File: src/rtl/gci_hub_node_arbiter_if.sv
// Node request / grant bundle between the GCI nodes, the hub bus mux and the arbiter.
// The arbiter takes the slave side; the request source (nodes and bus) takes the master side.
interface gci_hub_node_arbiter_if;
    logic       iNODE1_REQ;
    logic [7:0] iNODE1_PRIORITY;
    logic       iNODE2_REQ;
    logic [7:0] iNODE2_PRIORITY;
    logic       iNODE3_REQ;
    logic [7:0] iNODE3_PRIORITY;
    logic       iNODE4_REQ;
    logic [7:0] iNODE4_PRIORITY;
    logic       iBUS_DONE;
    logic       oNODE1_GNT;
    logic       oNODE2_GNT;
    logic       oNODE3_GNT;
    logic       oNODE4_GNT;
    logic       oGRANT_VALID;
    logic [1:0] oGRANT_NODE;
    logic       oTIMEOUT;

    modport master (
        output iNODE1_REQ, iNODE1_PRIORITY, iNODE2_REQ, iNODE2_PRIORITY,
               iNODE3_REQ, iNODE3_PRIORITY, iNODE4_REQ, iNODE4_PRIORITY,
               iBUS_DONE,
        input  oNODE1_GNT, oNODE2_GNT, oNODE3_GNT, oNODE4_GNT,
               oGRANT_VALID, oGRANT_NODE, oTIMEOUT
    );

    modport slave (
        input  iNODE1_REQ, iNODE1_PRIORITY, iNODE2_REQ, iNODE2_PRIORITY,
               iNODE3_REQ, iNODE3_PRIORITY, iNODE4_REQ, iNODE4_PRIORITY,
               iBUS_DONE,
        output oNODE1_GNT, oNODE2_GNT, oNODE3_GNT, oNODE4_GNT,
               oGRANT_VALID, oGRANT_NODE, oTIMEOUT
    );
endinterface

File: src/rtl/gci_hub_node_arbiter.sv
// Four-node GCI hub bus arbiter: highest priority wins, ties broken round-robin,
// grant held until bus done, requester withdrawal or hold timeout.
module gci_hub_node_arbiter #(
    parameter int unsigned P_TIMEOUT   = 256,
    parameter int unsigned P_TIMEOUT_W = 16
) (
    input logic                   iCLOCK,
    input logic                   iRESET_SYNC,
    gci_hub_node_arbiter_if.slave bus
);

    typedef enum logic [1:0] {
        S_IDLE,
        S_GRANT,
        S_RELEASE
    } state_t;

    localparam logic [P_TIMEOUT_W-1:0] CNT_LIMIT = P_TIMEOUT_W'(P_TIMEOUT - 1);
    localparam logic [P_TIMEOUT_W-1:0] CNT_ONE   = P_TIMEOUT_W'(1);

    state_t                 state;
    logic [1:0]             rr_ptr;
    logic [P_TIMEOUT_W-1:0] hold_cnt;
    logic [3:0]             gnt;
    logic                   grant_valid;
    logic [1:0]             grant_node;
    logic                   timeout;

    logic [3:0] req;
    logic [7:0] pri [4];
    logic       win_found;
    logic [1:0] win_idx;
    logic [7:0] win_pri;
    logic       hit_limit;
    logic       owner_req;
    logic       grant_exit;

    assign req    = {bus.iNODE4_REQ, bus.iNODE3_REQ, bus.iNODE2_REQ, bus.iNODE1_REQ};
    assign pri[0] = bus.iNODE1_PRIORITY;
    assign pri[1] = bus.iNODE2_PRIORITY;
    assign pri[2] = bus.iNODE3_PRIORITY;
    assign pri[3] = bus.iNODE4_PRIORITY;

    // Scan from rr_ptr; strict '>' keeps the first tied node in scan order.
    always_comb begin
        logic [1:0] idx;
        win_found = 1'b0;
        win_idx   = '0;
        win_pri   = '0;
        idx       = '0;
        for (int unsigned k = 0; k < 4; k++) begin
            idx = rr_ptr + k[1:0];
            if (req[idx] && (pri[idx] != 8'd0) && (!win_found || (pri[idx] > win_pri))) begin
                win_found = 1'b1;
                win_idx   = idx;
                win_pri   = pri[idx];
            end
        end
    end

    assign hit_limit  = (hold_cnt == CNT_LIMIT);
    assign owner_req  = req[grant_node];
    assign grant_exit = bus.iBUS_DONE || !owner_req || hit_limit;

    always_ff @(posedge iCLOCK) begin
        if (iRESET_SYNC) begin
            state       <= S_IDLE;
            rr_ptr      <= '0;
            hold_cnt    <= '0;
            gnt         <= '0;
            grant_valid <= 1'b0;
            grant_node  <= '0;
            timeout     <= 1'b0;
        end else begin
            timeout <= 1'b0;
            case (state)
                S_IDLE: begin
                    if (win_found) begin
                        gnt         <= 4'b0001 << win_idx;
                        grant_valid <= 1'b1;
                        grant_node  <= win_idx;
                        hold_cnt    <= '0;
                        state       <= S_GRANT;
                    end
                end
                S_GRANT: begin
                    // Reaching the limit always exits, so the counter saturates implicitly.
                    if (grant_exit) begin
                        gnt         <= '0;
                        grant_valid <= 1'b0;
                        rr_ptr      <= grant_node + 2'd1;
                        timeout     <= hit_limit && !bus.iBUS_DONE && owner_req;
                        state       <= S_RELEASE;
                    end else begin
                        hold_cnt <= hold_cnt + CNT_ONE;
                    end
                end
                S_RELEASE: state <= S_IDLE;
                default:   state <= S_IDLE;
            endcase
        end
    end

    assign bus.oNODE1_GNT   = gnt[0];
    assign bus.oNODE2_GNT   = gnt[1];
    assign bus.oNODE3_GNT   = gnt[2];
    assign bus.oNODE4_GNT   = gnt[3];
    assign bus.oGRANT_VALID = grant_valid;
    assign bus.oGRANT_NODE  = grant_node;
    assign bus.oTIMEOUT     = timeout;

endmodule

File: src/flat_wrapper.sv
// flat-port wrapper written by rule: the top's interface ports become plain ports
module gci_hub_node_arbiter_flat 
#(
    parameter int unsigned P_TIMEOUT   = 256,
    parameter int unsigned P_TIMEOUT_W = 16
)
  (iCLOCK, iRESET_SYNC, bus_iNODE1_REQ, bus_iNODE1_PRIORITY, bus_iNODE2_REQ, bus_iNODE2_PRIORITY, bus_iNODE3_REQ, bus_iNODE3_PRIORITY, bus_iNODE4_REQ, bus_iNODE4_PRIORITY, bus_iBUS_DONE, bus_oNODE1_GNT, bus_oNODE2_GNT, bus_oNODE3_GNT, bus_oNODE4_GNT, bus_oGRANT_VALID, bus_oGRANT_NODE, bus_oTIMEOUT);
  gci_hub_node_arbiter_if bus_i ();
  input logic iCLOCK;
  input logic iRESET_SYNC;
  input wire logic [$bits(bus_i.iNODE1_REQ)-1:0] bus_iNODE1_REQ;
  input wire logic [$bits(bus_i.iNODE1_PRIORITY)-1:0] bus_iNODE1_PRIORITY;
  input wire logic [$bits(bus_i.iNODE2_REQ)-1:0] bus_iNODE2_REQ;
  input wire logic [$bits(bus_i.iNODE2_PRIORITY)-1:0] bus_iNODE2_PRIORITY;
  input wire logic [$bits(bus_i.iNODE3_REQ)-1:0] bus_iNODE3_REQ;
  input wire logic [$bits(bus_i.iNODE3_PRIORITY)-1:0] bus_iNODE3_PRIORITY;
  input wire logic [$bits(bus_i.iNODE4_REQ)-1:0] bus_iNODE4_REQ;
  input wire logic [$bits(bus_i.iNODE4_PRIORITY)-1:0] bus_iNODE4_PRIORITY;
  input wire logic [$bits(bus_i.iBUS_DONE)-1:0] bus_iBUS_DONE;
  output wire logic [$bits(bus_i.oNODE1_GNT)-1:0] bus_oNODE1_GNT;
  output wire logic [$bits(bus_i.oNODE2_GNT)-1:0] bus_oNODE2_GNT;
  output wire logic [$bits(bus_i.oNODE3_GNT)-1:0] bus_oNODE3_GNT;
  output wire logic [$bits(bus_i.oNODE4_GNT)-1:0] bus_oNODE4_GNT;
  output wire logic [$bits(bus_i.oGRANT_VALID)-1:0] bus_oGRANT_VALID;
  output wire logic [$bits(bus_i.oGRANT_NODE)-1:0] bus_oGRANT_NODE;
  output wire logic [$bits(bus_i.oTIMEOUT)-1:0] bus_oTIMEOUT;
  assign bus_i.iNODE1_REQ = bus_iNODE1_REQ;
  assign bus_i.iNODE1_PRIORITY = bus_iNODE1_PRIORITY;
  assign bus_i.iNODE2_REQ = bus_iNODE2_REQ;
  assign bus_i.iNODE2_PRIORITY = bus_iNODE2_PRIORITY;
  assign bus_i.iNODE3_REQ = bus_iNODE3_REQ;
  assign bus_i.iNODE3_PRIORITY = bus_iNODE3_PRIORITY;
  assign bus_i.iNODE4_REQ = bus_iNODE4_REQ;
  assign bus_i.iNODE4_PRIORITY = bus_iNODE4_PRIORITY;
  assign bus_i.iBUS_DONE = bus_iBUS_DONE;
  assign bus_oNODE1_GNT = bus_i.oNODE1_GNT;
  assign bus_oNODE2_GNT = bus_i.oNODE2_GNT;
  assign bus_oNODE3_GNT = bus_i.oNODE3_GNT;
  assign bus_oNODE4_GNT = bus_i.oNODE4_GNT;
  assign bus_oGRANT_VALID = bus_i.oGRANT_VALID;
  assign bus_oGRANT_NODE = bus_i.oGRANT_NODE;
  assign bus_oTIMEOUT = bus_i.oTIMEOUT;
  gci_hub_node_arbiter #(.P_TIMEOUT(P_TIMEOUT), .P_TIMEOUT_W(P_TIMEOUT_W)) u_core (.iCLOCK(iCLOCK), .iRESET_SYNC(iRESET_SYNC), .bus(bus_i));
endmodule
File: config.mk
export PLATFORM = sky130hd
export DESIGN_NAME = gci_hub_node_arbiter_flat
export DESIGN_NICKNAME = d
export VERILOG_FILES = /design/src/rtl/gci_hub_node_arbiter_if.sv /design/src/rtl/gci_hub_node_arbiter.sv /design/src/flat_wrapper.sv
export SDC_FILE = /design/constraint.sdc
export NUM_CORES = 1
export LEC_CHECK = 0
export ABC_AREA = 1
export BUFFER_PORTS_ARGS = -buffer_cell sky130_fd_sc_hd__clkbuf_2
export CORE_ASPECT_RATIO = 1.2
export CORE_UTILIZATION = 45
export CTS_BUF_LIST = sky130_fd_sc_hd__clkbuf_16
export CTS_CLUSTER_SIZE = 30
export DETAILED_ROUTE_END_ITERATION = 12
export GPL_ROUTABILITY_DRIVEN = 0
export PLACE_DENSITY = 0.71
export SETUP_SLACK_MARGIN = 0.05
export SLEW_MARGIN = 5
export SYNTH_ARGS = -nofsm -noshare
export SYNTH_HDL_FRONTEND = slang
export SYNTH_SLANG_ARGS = --single-unit
File: constraint.sdc
create_clock -name iCLOCK -period 8.95 [get_ports iCLOCK]
set_clock_uncertainty 0.15 [all_clocks]
set_input_delay 0.895 -clock iCLOCK [delete_from_list [all_inputs] [get_ports iCLOCK]]
set_output_delay 0.895 -clock iCLOCK [all_outputs]
set_load 0.005 [all_outputs]
==> flow_summary.toml <==
[worst_setup_path]
crit_path_frequent_cell = "nand2_1"
cp.required_ns = 9.00
critPathCaptureType = "flip-flop"
critPathTopFamily = "simple AND/OR/NAND/NOR gates"
cpPeakStageDelay_ns = 0.93
crit_type = "reg -> reg"
path_max_fanout = 23
critPathArrivalTime_ns = 6.85
path_buf_inv = 5
start_kind = "flip-flop"
slowest_stage = "dfxtp_1"

[yosys]
synth-edff-count = 0
synth_seq_cells = 28
synth_top_cell_by_area = "nand2_1"
avgSynthCellArea_sq_um = 5.51
synth_nets = 684
synthTopCellsByArea = "nand2_1 26%, dfxtp_1 16%, nand3_1 9.7%"
synth_top_area_share_pct = 25.8
syn_inst = 620
synthArstFlopShare_pct = 0
synth_cell_types = 29
synth_area_sq_um = 3410
synth_flop_cell = "dfxtp_1"
synth_seq_area_share_pct = 16.4
yosys_warnings = 0

[routing]
viasPerCell = 5.39
drc = 0
post_drt_wl_per_cell_microns = 12.7
antenna_left = 0
drt_iter0_drc = 228
vias = 3982
dr.pass1.iters = 5
routed_wl_microns = 9420

[outcome]
status = "completed"

[clock_network]
path_clk_slew_ns = 0.07
clock_latency_ns = 0.26
clockRootBuffer = "clkbuf_16"
postCtsHoldBufs = 0
cts.htree.levels = 1
cts_resized = 0
cts_setup_buffers = 0
cts.sinks = 28
clockBufferDepth = 2
cts_buffers = 3
cts_tree = "built"

[placement]
place_area_sq_um = 3610
portBuffers = 46
dp_hpwl_microns = 7610
post-place-ws_ns = 2.31

[sta]
worst_slew_margin_rel_pct = 38.3
layout_setup_ws_ns = 2.15
finalCriticalPeriod_ns = 6.80
setup_tns_ns = 0
period_share_pct = 76.0
hold_viol = 0
tightestPinTransition_ns = 0.924
slew_violations = 0
fmax_ghz = 0.147
rsz0062_at_grt = "no"
setup_viol = 0

[power_and_ir_drop]
ir_worst_vdd_uv = 179
leakagePower_nw = 2.02
power.density_nw_per_um2 = 344

[grt]
grt_pass1_wl_microns = 16200
grt_pass1_vias = 3821
grt_antenna_before_repair = 0
grt_util_all_layers_pct = 25.3
grt_max_degree = 43
overflow = 0

[die]
ios = 47
die_w_microns = 81.5
die_area_sq_um = 7940
core-area_sq_um = 7320
rows = 34
initial_utilization_pct = 46.6
die_y_microns = 97.4

[finish]
areaGrowthSynthToFinish_pct = 8.80
design_area_sq_um = 3710
mostFrequentLayoutCells = "235 x nand2_1, 80 x inv_1, 66 x nand3_1, 46 x clkbuf_2, 36 x nor2_1"
nNetsFinal = 714
n_antenna_cell = 0
layout-drive-gt1-share_pct = 10.3
final_common_cell = "nand2_1"

[min_path]
hp-class = "reg -> reg"

[job]
cap_viol_max_count = 0
[path summary, 6_finish.rpt]
kind,from,endpoint,slack [ns],cells past startpoint
setup / recovery,u_core.rr_ptr[1],u_core.gnt[0],2.15,42
hold / removal,u_core.bus.oGRANT_VALID,u_core.bus.oGRANT_VALID,0.32,2
setup reg to reg,u_core.rr_ptr[1],u_core.gnt[0],2.15,42
hold reg to reg,u_core.bus.oGRANT_VALID,u_core.bus.oGRANT_VALID,0.32,2
[synth_stat cells, types with 2 or more instances]
master / instances
nor2_1: 36
nand3b_1: 3
and3_1: 4
buf_2: 10
ha_1: 25
nand3_2: 2
nor3_1: 7
inv_1: 80
clkbuf_1: 4
xor2_1: 5
o21ai_1: 12
buf_6: 8
o211ai_1: 3
dfxtp_1: 28
o21ai_0: 34
nand3_1: 66
a21oi_1: 30
nor4_1: 3
nand2_1: 235
nand4_1: 8
inv_2: 5
nand2_2: 5
[stage by stage]
| stage | total power, mW | cells | hold slack, ns | utilization (%) |
|---|---|---|---|---|
| after floorplan | 0.936 | 620 | 0.310 | - |
| after global placement | 1.11 | 735 | 0.306 | 49.3 |
| after detailed placement | 1.13 | 735 | 0.315 | 49.3 |
| after CTS | 1.27 | 739 | 0.325 | 50.8 |
| after global routing | 1.45 | 739 | 0.348 | 50.8 |
| final | 1.28 | 739 | 0.323 | 50.8 |
[sequential cells by signal (all words and copies together), names as in the netlist]
name,flops
u_core.bus.oGRANT_VALID,1
u_core.bus.oGRANT_NODE,2
u_core.rr_ptr,2
u_core.hold_cnt,16
u_core.bus.oTIMEOUT,1
u_core.state,2
u_core.gnt,4
[metal layers]
layer  up-vias  track usage [%]  wire length (microns)
li1       2040                -                      -
met1      1783             29.5                   3860
met2       126             45.6                   4750
met3        33             2.25                    488
met4         0             10.7                    328
met5         -                0                      0
[kinds of logic (layout without fill, tap and decap cells)]
| kind of cell | after synthesis | after routing | synth area share [%] |
|---|---|---|---|
| flip-flops | 28 | 28 | 16.4 |
| XOR/XNOR | 5 | 5 | 1.28 |
| adder cells (fa/ha/maj) | 25 | 25 | 9.16 |
| AND/OR/NAND/NOR | 371 | 371 | 46.0 |
| buffers and inverters | 107 | 136 | 13.9 |
| AO/OA/AOI/OAI | 84 | 84 | 13.2 |
[worst register-to-register path: cells and delay by family (launching register included)]
family | cells | cell delay [ns]
simple gates | 25 | 2.75
compound gates | 9 | 1.32
flops | 1 | 0.93
fa+ha+maj | 3 | 0.81
buf+inv | 5 | 0.77
[cell type report]
cell class	instances	area (sq um)
Clock buffer	3	75.1
Sequential cell	28	561
Fill cell	769	3600
Inverter	85	319
Clock inverter	1	30.0
Tap cell	90	113
Timing Repair Buffer	47	238
Multi-Input combinational cell	485	2380
[where the power goes]
group	internal [mW]	switching [mW]
Sequential	0.141	0.0216
Clock	0.0891	0.0434
Combinational	0.328	0.654
Total	0.558	0.719
(Power assumes the default switching activity.)
